--- config.mk ---
export PLATFORM = sky130hd
export DESIGN_NAME = muacm_in_framer
export DESIGN_NICKNAME = d
export VERILOG_FILES = /design/src/rtl/muacm_pkg.sv /design/src/rtl/muacm_skid.sv /design/src/rtl/muacm_in_framer.sv
export SDC_FILE = /design/constraint.sdc
export NUM_CORES = 1
export LEC_CHECK = 0
export CAP_MARGIN = 10
export CORE_MARGIN = 2
export CORE_UTILIZATION = 60
export DETAILED_ROUTE_END_ITERATION = 6
export PLACE_DENSITY_LB_ADDON = 0.12
export SYNTH_ARGS = -nofsm -noshare
export SYNTH_HDL_FRONTEND = slang
export SYNTH_SLANG_ARGS = --single-unit
--- constraint.sdc ---
create_clock -name clk_usb -period 4.5 [get_ports clk_usb]
set_input_delay 1.125 -clock clk_usb [delete_from_list [all_inputs] [get_ports clk_usb]]
set_output_delay 1.125 -clock clk_usb [all_outputs]
set_load 0.1 [all_outputs]
--- src/rtl/muacm_pkg.sv ---
// Shared FSM encoding and default sizing for the muacm IN-path framer.
package muacm_pkg;

  typedef enum logic [1:0] {
    IDLE  = 2'd0,
    FILL  = 2'd1,
    FLUSH = 2'd2
  } state_t;

  localparam int MAX_PKT_DEF  = 64;
  localparam int IDLE_CYC_DEF = 4800;
  localparam int CNT_W_DEF    = 16;

endpackage

--- src/rtl/muacm_skid.sv ---
// Two-entry valid/ready skid buffer; full-rate, one cycle of latency.
module muacm_skid #(
  parameter int W = 9
) (
  input  logic         clk_usb,
  input  logic         rst_usb,
  input  logic [W-1:0] s_data,
  input  logic         s_valid,
  output logic         s_ready,
  output logic [W-1:0] m_data,
  output logic         m_valid,
  input  logic         m_ready
);

  logic [W-1:0] mem [2];
  logic         wp;
  logic         rp;
  logic [1:0]   cnt;
  logic         en;
  logic         push;
  logic         pop;

  // en holds s_ready low until the first clock after reset release
  assign s_ready = en & (cnt != 2'd2);
  assign m_valid = (cnt != 2'd0);
  assign m_data  = mem[rp];
  assign push    = s_valid & s_ready;
  assign pop     = m_valid & m_ready;

  always_ff @(posedge clk_usb or posedge rst_usb) begin
    if (rst_usb) begin
      en     <= 1'b0;
      wp     <= 1'b0;
      rp     <= 1'b0;
      cnt    <= 2'd0;
      mem[0] <= '0;
      mem[1] <= '0;
    end else begin
      en <= 1'b1;
      if (push) begin
        mem[wp] <= s_data;
        wp      <= ~wp;
      end
      if (pop) rp <= ~rp;
      cnt <= cnt + {1'b0, push} - {1'b0, pop};
    end
  end

endmodule

--- src/rtl/muacm_in_framer.sv ---
// Device->host IN framer: packetises bytes, flushes short packets on idle.
// Define MUACM_IN_FRAMER_STATS_EN to add byte/packet statistics counters.
module muacm_in_framer
  import muacm_pkg::*;
#(
  parameter int MAX_PKT  = MAX_PKT_DEF,
  parameter int IDLE_CYC = IDLE_CYC_DEF,
  parameter int CNT_W    = CNT_W_DEF
) (
  input  logic        clk_usb,
  input  logic        rst_usb,
  input  logic [7:0]  s_data,
  input  logic        s_last,
  input  logic        s_valid,
  output logic        s_ready,
  output logic [7:0]  in_data,
  output logic        in_last,
  output logic        in_valid,
  input  logic        in_ready,
  output logic        in_flush_now,
  output logic        in_flush_time,
  output logic        pkt_open
`ifdef MUACM_IN_FRAMER_STATS_EN
  ,
  input  logic        stat_clr,
  output logic [31:0] stat_bytes,
  output logic [15:0] stat_pkts
`endif
);

  localparam int PW = $clog2(MAX_PKT);

  state_t           state;
  state_t           state_nxt;
  logic [PW-1:0]    pcnt;
  logic [CNT_W-1:0] idle_cnt;
  logic [8:0]       q_word;
  logic [7:0]       q_data;
  logic             q_last;
  logic             q_valid;
  logic             q_ready;
  logic             beat;
  logic             s_fire;
  logic             timeout;

  muacm_skid #(.W(9)) u_skid (
    .clk_usb (clk_usb),
    .rst_usb (rst_usb),
    .s_data  ({s_last, s_data}),
    .s_valid (s_valid),
    .s_ready (s_ready),
    .m_data  (q_word),
    .m_valid (q_valid),
    .m_ready (q_ready)
  );

  assign q_last        = q_word[8];
  assign q_data        = q_word[7:0];
  assign in_valid      = q_valid & (state != FLUSH);
  assign q_ready       = in_ready & (state != FLUSH);
  assign in_data       = q_data;
  assign in_last       = (pcnt == PW'(MAX_PKT - 1)) | q_last;
  assign in_flush_time = 1'b0;
  assign beat          = in_valid & in_ready;
  assign s_fire        = s_valid & s_ready;

  // a byte in flight (buffered or arriving now) always beats the timeout
  assign timeout = (idle_cnt == CNT_W'(IDLE_CYC - 1)) & ~q_valid & ~s_fire;

  always_ff @(posedge clk_usb or posedge rst_usb) begin
    if (rst_usb) state <= IDLE;
    else         state <= state_nxt;
  end

  always_comb begin
    state_nxt = state;
    unique case (state)
      IDLE:    if (beat & ~in_last) state_nxt = FILL;
      FILL: begin
        if (beat & in_last) state_nxt = IDLE;
        else if (timeout)   state_nxt = FLUSH;
      end
      FLUSH:   state_nxt = IDLE;
      default: state_nxt = IDLE;
    endcase
  end

  always_comb begin
    in_flush_now = 1'b0;
    pkt_open     = 1'b0;
    unique case (state)
      FILL:    pkt_open     = 1'b1;
      FLUSH:   in_flush_now = 1'b1;
      default: ;
    endcase
  end

  always_ff @(posedge clk_usb or posedge rst_usb) begin
    if (rst_usb)             pcnt <= '0;
    else if (state == FLUSH) pcnt <= '0;
    else if (beat)           pcnt <= in_last ? '0 : pcnt + 1'b1;
  end

  always_ff @(posedge clk_usb or posedge rst_usb) begin
    if (rst_usb)
      idle_cnt <= '0;
    else if ((state != FILL) | beat)
      idle_cnt <= '0;
    else if (idle_cnt != CNT_W'(IDLE_CYC - 1))
      idle_cnt <= idle_cnt + 1'b1;
  end

`ifdef MUACM_IN_FRAMER_STATS_EN
  always_ff @(posedge clk_usb or posedge rst_usb) begin
    if (rst_usb) begin
      stat_bytes <= '0;
      stat_pkts  <= '0;
    end else if (stat_clr) begin
      stat_bytes <= '0;
      stat_pkts  <= '0;
    end else begin
      if (beat) stat_bytes <= stat_bytes + 1'b1;
      if ((beat & in_last) | in_flush_now) stat_pkts <= stat_pkts + 1'b1;
    end
  end
`endif

endmodule

== Word-level counts from Yosys, hierarchy flattened ==
Index checks and enable logic that the tools add are counted.

* Flip-flop bits (word level): 47
* Word-level logic and storage cells: 68
* Output and inout port bits: 14

* Bitwise logic cells: 19
* $add $sub $neg: 4
* $lt $le $gt $ge: 3
* Multiplexer cells: 17
* Reductions and logical operators: 6
* Equal/unequal tests: 10

{| class="wikitable"
|+ Operators with widths
! cell !! count
|-
| 9-bit two-way mux || 4
|-
| 16-bit two-way mux || 2
|-
| 18-bit bitwise mux || 1
|-
| 6-bit two-way mux || 3
|-
| 16-bit by 1-bit adder with 16-bit output, second input constant || 1
|-
| 16-bit by 13-bit == test with 1-bit output, second input constant || 1
|-
| 16-bit by 13-bit != test with 1-bit output, second input constant || 1
|-
| 1-bit AND || 10
|-
| 9-bit demux with 1-bit select || 1
|-
| 6-bit by 1-bit adder with 6-bit output, second input constant || 1
|-
| 6-bit == test, second input constant || 1
|-
| 2-bit two-way mux || 3
|-
| 2-bit != test, second input constant || 3
|-
| 2-bit nonzero test || 3
|-
| 1-bit NOT || 5
|-
| 2-bit >= comparator, second input constant || 2
|-
| 1-bit NOT with 2-bit output || 2
|-
| 2-bit case mux with 2 select lines || 1
|-
| 3-bit != test, second input constant || 1
|-
| 2-bit by 1-bit adder with 2-bit output || 1
|-
| 2-bit by 1-bit == test with 1-bit output, second input constant || 1
|-
| 2-bit == test, second input constant || 1
|-
| 2-bit logical NOT || 1
|-
| 2-bit by 1-bit less-than comparator with 1-bit output, second input constant || 1
|-
| 6 further kinds || 8
|}

== Logic depth before layout (Yosys ltp) ==
Gate-level depths: netlist (run 1).

* Depth after elaboration: 9
* Depth in mapped cells: 9

== Modules after synthesis ==
Synthesis (run 1) repeated with hierarchy kept, for this count alone.

* Cell total of the unflattened synthesis: 205
* Area, all modules: 2,342.2 um2

{| class="wikitable"
|+ By module, submodules not included
! module !! area an instance (um2) !! seq. area each (um2) !! times used !! cells an instance
|-
| muacm_in_framer || 1,288.7 || 600.6 || 1 || 137
|-
| muacm_skid || 1,053.5 || 575.6 || 1 || 68
|}

== Least setup slack after synthesis (run 1) ==
No wires, ideal clock.

* Path kind: flip-flop to output port
* Start: register u_skid.cnt[0]
* End: output port s_ready
* Data required time: 3.375 ns
* Arrival: 2.583 ns
* Cell stages (with the launch flop): 3
* Path buffers: 0
* Slack: 0.792 ns
* Cell sequence: dfrtp_1 > inv_1 > a21boi_0

* Word-level cells in the longest chain between the ends: 2

{| class="wikitable"
|+ RTL lines
! what !! line !! text
|-
| from (decl) || muacm_skid.sv:18 || <nowiki>logic [1:0] cnt;</nowiki>
|-
| from (signal assigned) || muacm_skid.sv:45 || <nowiki>cnt <= cnt + {1'b0, push} - {1'b0, pop};</nowiki>
|-
| 2-bit != test || muacm_skid.sv:24 || <nowiki>assign s_ready = en & (cnt != 2'd2);</nowiki>
|-
| 1-bit AND || muacm_skid.sv:24 ||
|-
| to (decl) || muacm_in_framer.sv:15 || <nowiki>output logic s_ready,</nowiki>
|}

Every way passes these cells.

== Final worst setup path (run 1) ==
* Start: register u_skid.rp
* End: output port in_last

* Word-level cells in the longest chain between the ends: 5

{| class="wikitable"
|+ RTL lines
! what !! line !! text
|-
| from (decl) || muacm_skid.sv:17 || <nowiki>logic rp;</nowiki>
|-
| from (signal assigned) || muacm_skid.sv:44 || <nowiki>if (pop) rp <= ~rp;</nowiki>
|-
| 1-bit NOT with 2-bit output (implied by the code) || muacm_skid.sv:26 || <nowiki>assign m_data = mem[rp];</nowiki>
|-
| 9-bit two-way mux (implied by the code) (3 in a row) || muacm_skid.sv:26 ||
|-
| 1-bit OR || muacm_in_framer.sv:62 || <nowiki>assign in_last = (pcnt == PW'(MAX_PKT - 1)) | q_last;</nowiki>
|-
| to (decl) || muacm_in_framer.sv:17 || <nowiki>output logic in_last,</nowiki>
|}

Every way passes these cells. The select of a mux whose other input is x is not followed.

==> flow_summary.toml, run 1 <==
[finish]
mostFrequentLayoutCell = "dfrtp_1"
syn_to_final_growth_pct = 15.6
layout-drive-gt1-share_pct = 19.1
antennaDiodeCount = 0
final_cell_mix = "47 x dfrtp_1, 27 x mux2_2, 25 x clkdlybuf4s50_1, 13 x nand2_1, 12 x nand3_1"
nets = 252

[pwr]
ir_drop_mv = 0.331
comb_power_share_pct = 55.5
intPower_uw = 1010
sw_frac_of_total_pct = 49.8
pwr-share-clk_pct = 12.4
leakagePower_uw = 0.00118
power_density_nw_per_um2 = 742
p_total_uw = 2010
switching_power_uw = 1000
p_seq_share_pct = 32.1

[die]
row_count = 22
dieWidth_um = 66.5
core_area_um2 = 3720
die_h_um = 66.5
initial_utilization_pct = 63.1
die_area_um2 = 4430
io_pins = 27

[timing]
grt_setup_unrepaired = "no"
setup_tns_ns = 0
slew_violations = 0
timing.hold.ws_ns = 0.461
fin_crit_ns = 3.76
period_share_pct = 83.6
setup_viol = 0
hold_viol = 0
tightest_slew_ns = 0.968
slew_headroom_pct = 35.2
finClkSkew_ns = 0.00709
clock.fmax_ghz = 0.266

[logic_synthesis]
ys_seq_elements = 47
yosys_warnings = 0
synth_xor_area_share_pct = 3.73
synth_top_cell_by_area = "dfrtp_1"
syn_inst = 210
syn-cell-area_um2 = 2350
synth_mux_area_share_pct = 14.7
synth-simple-area-share_pct = 17.5
synth_top_family_by_area = "simple AND/OR/NAND/NOR gates"
synth-adder-area-share_pct = 2.13
synthDominantCellAreaShare_pct = 50.1
synth_compound_area_share_pct = 7.79
synth_cell_types = 43
synthTopCellsByArea = "dfrtp_1 50%, mux2_2 13%, xor2_1 2.6%, nand3_1 2.6%, ha_1 2.1%"
ys_seq_area_share_pct = 50.1
syn_avg_cell_area_um2 = 11.2
synth_nets = 227

[routing]
drt-vias-per-instance = 5.93
drt-initial-drc-count = 70
drc = 0
wire_per_inst_um = 15.4
vias = 1679
dr.pass1.iters = 4
ant_nets = 0
totalWireLength_um = 4370

[hold_path]
hp-class = "flip-flop to flip-flop"

[critical_path]
worstSetupStartpointType = "flip-flop"
crit_arrival_ns = 2.64
slowest_delay_ns = 0.97
cp_cell_sequence = "mux2_2, a31oi_4, inv_1, clkdlybuf4s50_1"
worstSetupPathType = "flip-flop to output pin"
cp_max_fo = 10
critical_path.endpoint_type = "output pin"
cp.required_ns = 3.38
cp_slowest_cell = "clkdlybuf4s50_1"

[clock_network]
clk_pin_slew_ns = 0.08
htreeDepth = 2
cts_tree = "yes"
root_buffer = "clkbuf_8"
clock_latency_ns = 0.29
cts_inserted_buffers = 5
clockBufferDepth = 2
post_cts_resized = 0
cts_setup_buffers = 0
cts.sinks = 47
hold_buffers = 0

[grt]
antenna_found_initial = 0
grt_pass1_vias = 1670
track_usage_pct = 23.4
grt_max_degree = 29
grt_pass1_wl_um = 7540
gr-total-overflow = 0

[run]
drv_cap = 0

[placed_design]
portBuffers = 25
dp_hpwl_um = 3270
place_congestion = 0.818

[run_status]
status = "completed"
-- sequential cells by signal (all words and copies together) (netlist names) --
signal,flops
idle_cnt,16
pcnt,6
state,2
u_skid.cnt,2
u_skid.en,1
u_skid.mem,18
u_skid.rp,1
u_skid.wp,1
-- Yosys cell counts --
cell and count:
nand4_1 4, nand2b_1 2, nor4_1 1, nand2_2 1
xnor2_1 3, buf_4 2, and4_4 1, a21boi_0 1
o21ai_0 7, and4b_1 1, buf_2 7, or4_1 1
and2_1 1, xor2_1 7, o21ba_2 1, nand4b_1 1
inv_1 9, nand3_1 12, nor2b_1 3, or3_1 4
and4_1 3, clkbuf_1 1, or4_4 1, a21oi_1 4
dfrtp_1 47, o311ai_1 1, conb_1 2, and3_1 4
nand2_1 13, a31oi_4 1, or2_2 1, ha_1 4
o211ai_1 2, mux2i_1 4, o31ai_1 3, a21oi_2 1
nor4b_1 2, o31a_1 1, nand4_4 1, mux2_2 27
nor3_1 3, nor2_1 11, a31oi_1 4
-- critical path: cells and delay by family (launching register included) --
family	cells	cell delay (ns)
AOI/OAI and AO/OA	1	0.28
buffers and inverters	2	1.04
DFF	1	0.61
muxes	1	0.42
-- final timing paths --
path | start | end | slack, ns | depth (start not counted)
min | state[1] | state[0] | 0.46 | 1
min in group asynchronous | rst_usb | u_skid.mem[6] | 1.14 | 2
max in group asynchronous | rst_usb | state[1] | 2.62 | 3
max | u_skid.rp | in_last | 0.74 | 4
max reg2reg | u_skid.cnt[1] | u_skid.cnt[1] | 2.50 | 7
min reg2reg | state[1] | state[0] | 0.46 | 1
-- per-stage QoR --
stage	util, %	area, um^2	worst slack [ns]	cells
floorplan	-	2350	0.792	210
global placement	70.6	2630	1.10	276
detailed placement	70.6	2630	1.06	276
CTS	73.0	2710	0.727	283
global route	73.0	2710	0.608	283
finish	73.0	2710	0.736	283
-- final cells by class --
class,count,area [um^2]
well taps,48,60.1
inverters,9,33.8
fillers,268,1000
multi-input cells,144,1080
clock buffers,6,82.6
repair buffers,28,273
clock inverters,1,5.00
flip-flops and latches,47,1180
-- cell families after synthesis --
| kind of cell | after synthesis |
|---|---|
| compound gates | 26 |
| flops | 47 |
| mux | 31 |
| other cells | 2 |
| xor+xnor | 10 |
| buf+inv | 19 |
| simple gates | 71 |
| fa+ha+maj | 4 |
-- power by group through the flow --
stage / clock [uW] / combinational [uW] / sequential [uW]
6_report: 250 / 1120 / 646
5_1_grt: 276 / 1180 / 661
4_1_cts: 256 / 1120 / 643
3_5_place_dp: 0 / 1120 / 652
3_3_place_gp: 0 / 1090 / 633
2_1_floorplan: 0 / 924 / 609
-- layer usage --
layer  GRT usage, %  share of wire, %  vias up
met5              0                 0        -
met4           8.93               1.8        0
li1               -                 -      790
met1           26.4                42      844
met3           6.42               4.1        6
met2           41.9                52       39
(Power assumes the default switching activity.)
==> run 2, diff against run 1 <==
Settings changed: CORE_UTILIZATION 60 to 50.
Clock period 4.5 ns to 3.4 ns, I/O delays scaled along.
==> run 2 against run 1 <==
Hold slack improved by 0.0045 ns. Cell count rose by 1.4%. Critical endpoint unchanged. Combinational power grew 28%.
==> flow_summary.toml, run 2 (same netlist as run 1, synthesis figures left out) <==
[clock_network]
cts.sinks = 47
root_buffer = "clkbuf_8"
post_cts_resized = 0
cts_tree = "yes"
htreeDepth = 2
cts_inserted_buffers = 5
cts_setup_buffers = 0
clockBufferDepth = 2
clock_latency_ns = 0.30
clk_pin_slew_ns = 0.09
hold_buffers = 0

[finish]
mostFrequentLayoutCell = "dfrtp_1"
regMostFlops = "u_skid.mem"
nets = 252
fillers = 380
top_regs = "u_skid.mem: 18 flops, idle_cnt: 16 flops, pcnt: 6 flops"
final_cell_mix = "47 x dfrtp_1, 27 x mux2_2, 16 x buf_4, 13 x nand2_1"
final_util_pct = 60.8
seq_area_um2 = 1180
multiInputGateArea_um2 = 1080
syn_to_final_growth_pct = 15.1
layout-drive-gt1-share_pct = 24.3
antennaDiodeCount = 0
largest_register_ffs = 18

[placed_design]
dp_hpwl_um = 3020
dp_slack_ns = 0.902
place_congestion = 0.813
portBuffers = 25

[grt]
grt_max_degree = 48
antenna_found_initial = 0
grt_pass1_wl_um = 7650
gr-total-overflow = 0
grt_pass1_vias = 1689
track_usage_pct = 18.5

[critical_path]
cp_max_fo = 10
rrSetupSlack_ns = 1.52
worstRegToRegCells = 5
cp.required_ns = 2.55
worstSetupStartpointType = "flip-flop"
crit_arrival_ns = 1.98
worstSetupPathType = "flip-flop to output pin"
critical_path.endpoint_type = "output pin"

[timing]
finalWorstSetupSlack_ns = 0.572
slew_headroom_pct = 60.3
slew_violations = 0
timing.hold.ws_ns = 0.465
tightest_slew_ns = 0.595
setup_viol = 0
hold_viol = 0
finClkSkew_ns = 0.00940
period_share_pct = 83.2
fin_crit_ns = 2.83
clock.fmax_ghz = 0.354
grt_setup_unrepaired = "no"
setup_tns_ns = 0

[routing]
dr.pass1.iters = 4
drc = 0
drt-vias-per-instance = 5.68
totalWireLength_um = 4370
drt-initial-drc-count = 94
wire_per_inst_um = 15.2
ant_nets = 0
vias = 1629

[pwr]
leakagePower_uw = 0.00120
sw_frac_of_total_pct = 49.3
switching_power_uw = 1320
intPower_uw = 1360
comb_power_share_pct = 53.6
pwr-share-clk_pct = 14.6
p_seq_share_pct = 31.8
ir_drop_mv = 0.614
power_density_nw_per_um2 = 991

[die]
initial_utilization_pct = 52.8
core_area_um2 = 4440
io_pins = 27
die_h_um = 72.5
die_area_um2 = 5260
row_count = 24
dieWidth_um = 72.5

[run_status]
status = "completed"

[hold_path]
worstHoldPathCells = 1
hp-class = "flip-flop to flip-flop"

[run]
drv_cap = 0
[run 2: cell count changes in the layout (fill, tap and decap cells not counted), sizes merged]
cell,previous run,this run
clkdlybuf4s50,25,12
clkinv,2,1
bufinv,0,1
buf,3,16
[run 2: metrics by stage]
stage                     cells  instance area [um^2]  total power (uW)
after CTS                   287                  2700              2700
after global placement      280                  2600              2260
after detailed placement    280                  2600              2300
after global routing        287                  2700              2810
final                       287                  2700              2680
after floorplan             210                  2350              2030
[run 2: power groups by stage]
stage / Clock [uW] / Combinational (uW) / Sequential (uW)
2_1_floorplan: 0 / 1220 / 806
3_3_place_gp: 0 / 1420 / 845
3_5_place_dp: 0 / 1440 / 861
4_1_cts: 404 / 1440 / 849
5_1_grt: 420 / 1510 / 874
6_report: 391 / 1430 / 850
[run 2: cell type report]
cell class / count / share of cell area, %
flip-flops and latches: 47 / 43.6
multi-input cells: 144 / 40.1
repair buffers: 28 / 8.90
clock buffers: 6 / 2.69
well taps: 52 / 2.41
inverters: 9 / 1.25
clock inverters: 1 / 1.11
[run 2: critical path, cell delays in order (launching register included)]
cell     delay [ns]
dfrtp_1        0.66
mux2_2         0.43
a31oi_4        0.28
inv_1          0.08
buf_4          0.24
[run 2: final timing paths]
| check | endpoint | from |
|---|---|---|
| max in group asynchronous | idle_cnt[2] | rst_usb |
| hold / removal | state[0] | state[1] |
| setup reg to reg | idle_cnt[3] | idle_cnt[0] |
| hold reg to reg | state[0] | state[1] |
| setup / recovery | in_last | u_skid.rp |
| min in group asynchronous | u_skid.mem[3] | rst_usb |
[run 2: routing by layer]
metal / part of all wire, % / wire, um / track usage [%] / vias up
met5: 0 / 0 / 0 / -
met4: 1.2 / 53 / 5.35 / 0
met3: 3.4 / 150 / 4.31 / 6
met2: 47 / 2060 / 29.7 / 28
met1: 48 / 2110 / 25.2 / 799
li1: - / - / - / 796
==> run 3, diff against run 2 <==
Clock period 3.4 ns to 2.6 ns, I/O delays scaled along.
==> run 3 against run 2 <==
Cell count increased by 1.0%. Via count increased by 3.1%. Hold slack improved by 0.024 ns. Final area increased by 5.7%. Global-route usage increased by 0.51 points. Non-clock buffer count increased by 2. Worst setup slack got worse by 0.46 ns. First-iteration DRC count decreased by 12%. Combinational power increased by 59%. Sequential share of layout area decreased by 2.3 points. Register-to-register slack got worse by 0.85 ns. Clock skew decreased by 0.0022 ns.
==> flow_summary.toml, run 3 (same netlist as run 1, synthesis figures left out) <==
[timing]
slew_headroom_pct = 45.7
setup_viol = 0
slew_violations = 0
clock.fmax_ghz = 0.402
timing.hold.ws_ns = 0.489
hold_viol = 0
finClkSkew_ns = 0.00717
tightest_slew_ns = 0.810
grt_setup_unrepaired = "no"
fin_crit_ns = 2.49
period_share_pct = 95.8
setup_tns_ns = 0

[pwr]
intPower_uw = 2000
power_density_nw_per_um2 = 1340
pwr-share-clk_pct = 12.1
p_seq_share_pct = 28.4
leakagePower_uw = 0.00125
switching_power_uw = 1810
ir_drop_mv = 1.11
sw_frac_of_total_pct = 47.5
comb_power_share_pct = 59.4

[critical_path]
worstSetupPathType = "flip-flop to output pin"
cp_slowest_cell = "dfrtp_1"
worstRegToRegCells = 7
worstSetupStartpointType = "flip-flop"
rrSetupSlack_ns = 0.67
critical_path.endpoint_type = "output pin"
cp.required_ns = 1.95
cp_max_fo = 9
r2r-end = "u_skid.cnt[1]"
slowest_delay_ns = 0.43
crit_arrival_ns = 1.84
cp_cell_sequence = "ha_1, and3_1, a31oi_4, inv_1, buf_12"
r2r_start = "u_skid.cnt[1]"

[finish]
finalInstanceArea_um2 = 2850
layout-drive-gt1-share_pct = 26.5
multiInputGateArea_um2 = 1090
final_cell_mix = "47 x dfrtp_1, 27 x mux2_2, 13 x nand2_1, 12 x nand3_1, 12 x clkdlybuf4s50_1"
syn_to_final_growth_pct = 21.7
fillers = 355
top_regs = "u_skid.mem: 18 flops, idle_cnt: 16 flops, pcnt: 6 flops"
largest_register_ffs = 18
nets = 254
antennaDiodeCount = 0
seq_area_um2 = 1180
regMostFlops = "u_skid.mem"
mostFrequentLayoutCell = "dfrtp_1"
final_util_pct = 64.2

[routing]
drt-vias-per-instance = 5.79
drc = 0
wire_per_inst_um = 15.5
dr.pass1.iters = 4
drt-initial-drc-count = 83
vias = 1679
ant_nets = 0
totalWireLength_um = 4500

[placed_design]
dp_hpwl_um = 3300
placed_area_um2 = 2760
place_congestion = 0.788
portBuffers = 25

[die]
initial_utilization_pct = 52.8
dieWidth_um = 72.5
die_h_um = 72.5
core_area_um2 = 4440
row_count = 24
io_pins = 27
die_area_um2 = 5260

[clock_network]
clockBufferDepth = 2
clk_pin_slew_ns = 0.09
root_buffer = "clkbuf_8"
cts_inserted_buffers = 5
cts.sinks = 47
cts_setup_buffers = 0
htreeDepth = 2
cts_tree = "yes"
post_cts_resized = 0
clock_latency_ns = 0.30
hold_buffers = 0

[grt]
grt_pass1_wl_um = 7710
grt_max_degree = 27
grt_pass1_vias = 1722
antenna_found_initial = 0
gr-total-overflow = 0
track_usage_pct = 19.0

[run_status]
status = "completed"

[hold_path]
min-delay-start = "state[1]"
hp-class = "flip-flop to flip-flop"
worstHoldPathCells = 1
hold_end = "state[0]"

[run]
drv_cap = 0
[run 3: changes by cell type in the layout (fill, tap and decap cells not counted), sizes merged]
cell / before / now
buf: 16 / 18
bufinv: 1 / 0
clkinv: 1 / 2
clkinvlp: 0 / 1
[run 3: stage by stage]
stage	total power, uW	std cells	setup WS [ns]
5_1_grt	3980	290	0.0272
3_3_place_gp	3320	282	0.374
3_5_place_dp	3380	282	0.280
6_report	3810	290	0.110
4_1_cts	3850	290	0.107
2_1_floorplan	2660	210	0.106
[run 3: how the worst max path moves through the flow]
stage / start / endpoint / slack [ns] / cells after the start
floorplan: u_skid.cnt[0] / s_ready / 0.11 / 2
global placement: s_valid / u_skid.mem[11] / 0.37 / 5
detailed placement: in_ready / u_skid.cnt[1] / 0.28 / 8
CTS: pcnt[0] / in_last / 0.11 / 5
global route: pcnt[0] / in_last / 0.03 / 5
finish: pcnt[0] / in_last / 0.11 / 5
[run 3: power by group through the flow]
| stage | clock network (uW) | registers [uW] | logic (uW) |
|---|---|---|---|
| after floorplan | 0 | 1050 | 1600 |
| after global placement | 0 | 1080 | 2240 |
| after detailed placement | 0 | 1100 | 2280 |
| after CTS | 482 | 1090 | 2280 |
| after global routing | 510 | 1110 | 2360 |
| final | 462 | 1080 | 2270 |
[run 3: routing by layer]
metal / global-route usage (%) / share of wire [%] / vias to the layer above
li1: - / - / 805
met1: 24.5 / 44 / 823
met2: 31.1 / 50 / 45
met3: 4.86 / 4.2 / 6
met4: 7.00 / 1.4 / 0
met5: 0 / 0 / -
[run 3: critical path, delay by kind of cell (launching register included)]
kind                     cells  cell delay [ns]
AO/OA/AOI/OAI                1             0.33
adder cells (fa/ha/maj)      1             0.24
buffers and inverters        2             0.30
flip-flops                   1             0.43
AND/OR/NAND/NOR              1             0.24
[run 3: layout make-up]
type                            instances  share of cell area, %
Clock buffer                            6                   2.89
Clock inverter                          2                  0.570
Inverter                                9                   1.18
Multi-Input combinational cell        144                   38.1
Sequential cell                        47                   41.2
Tap cell                               52                   2.28
Timing Repair Buffer                   30                   13.8
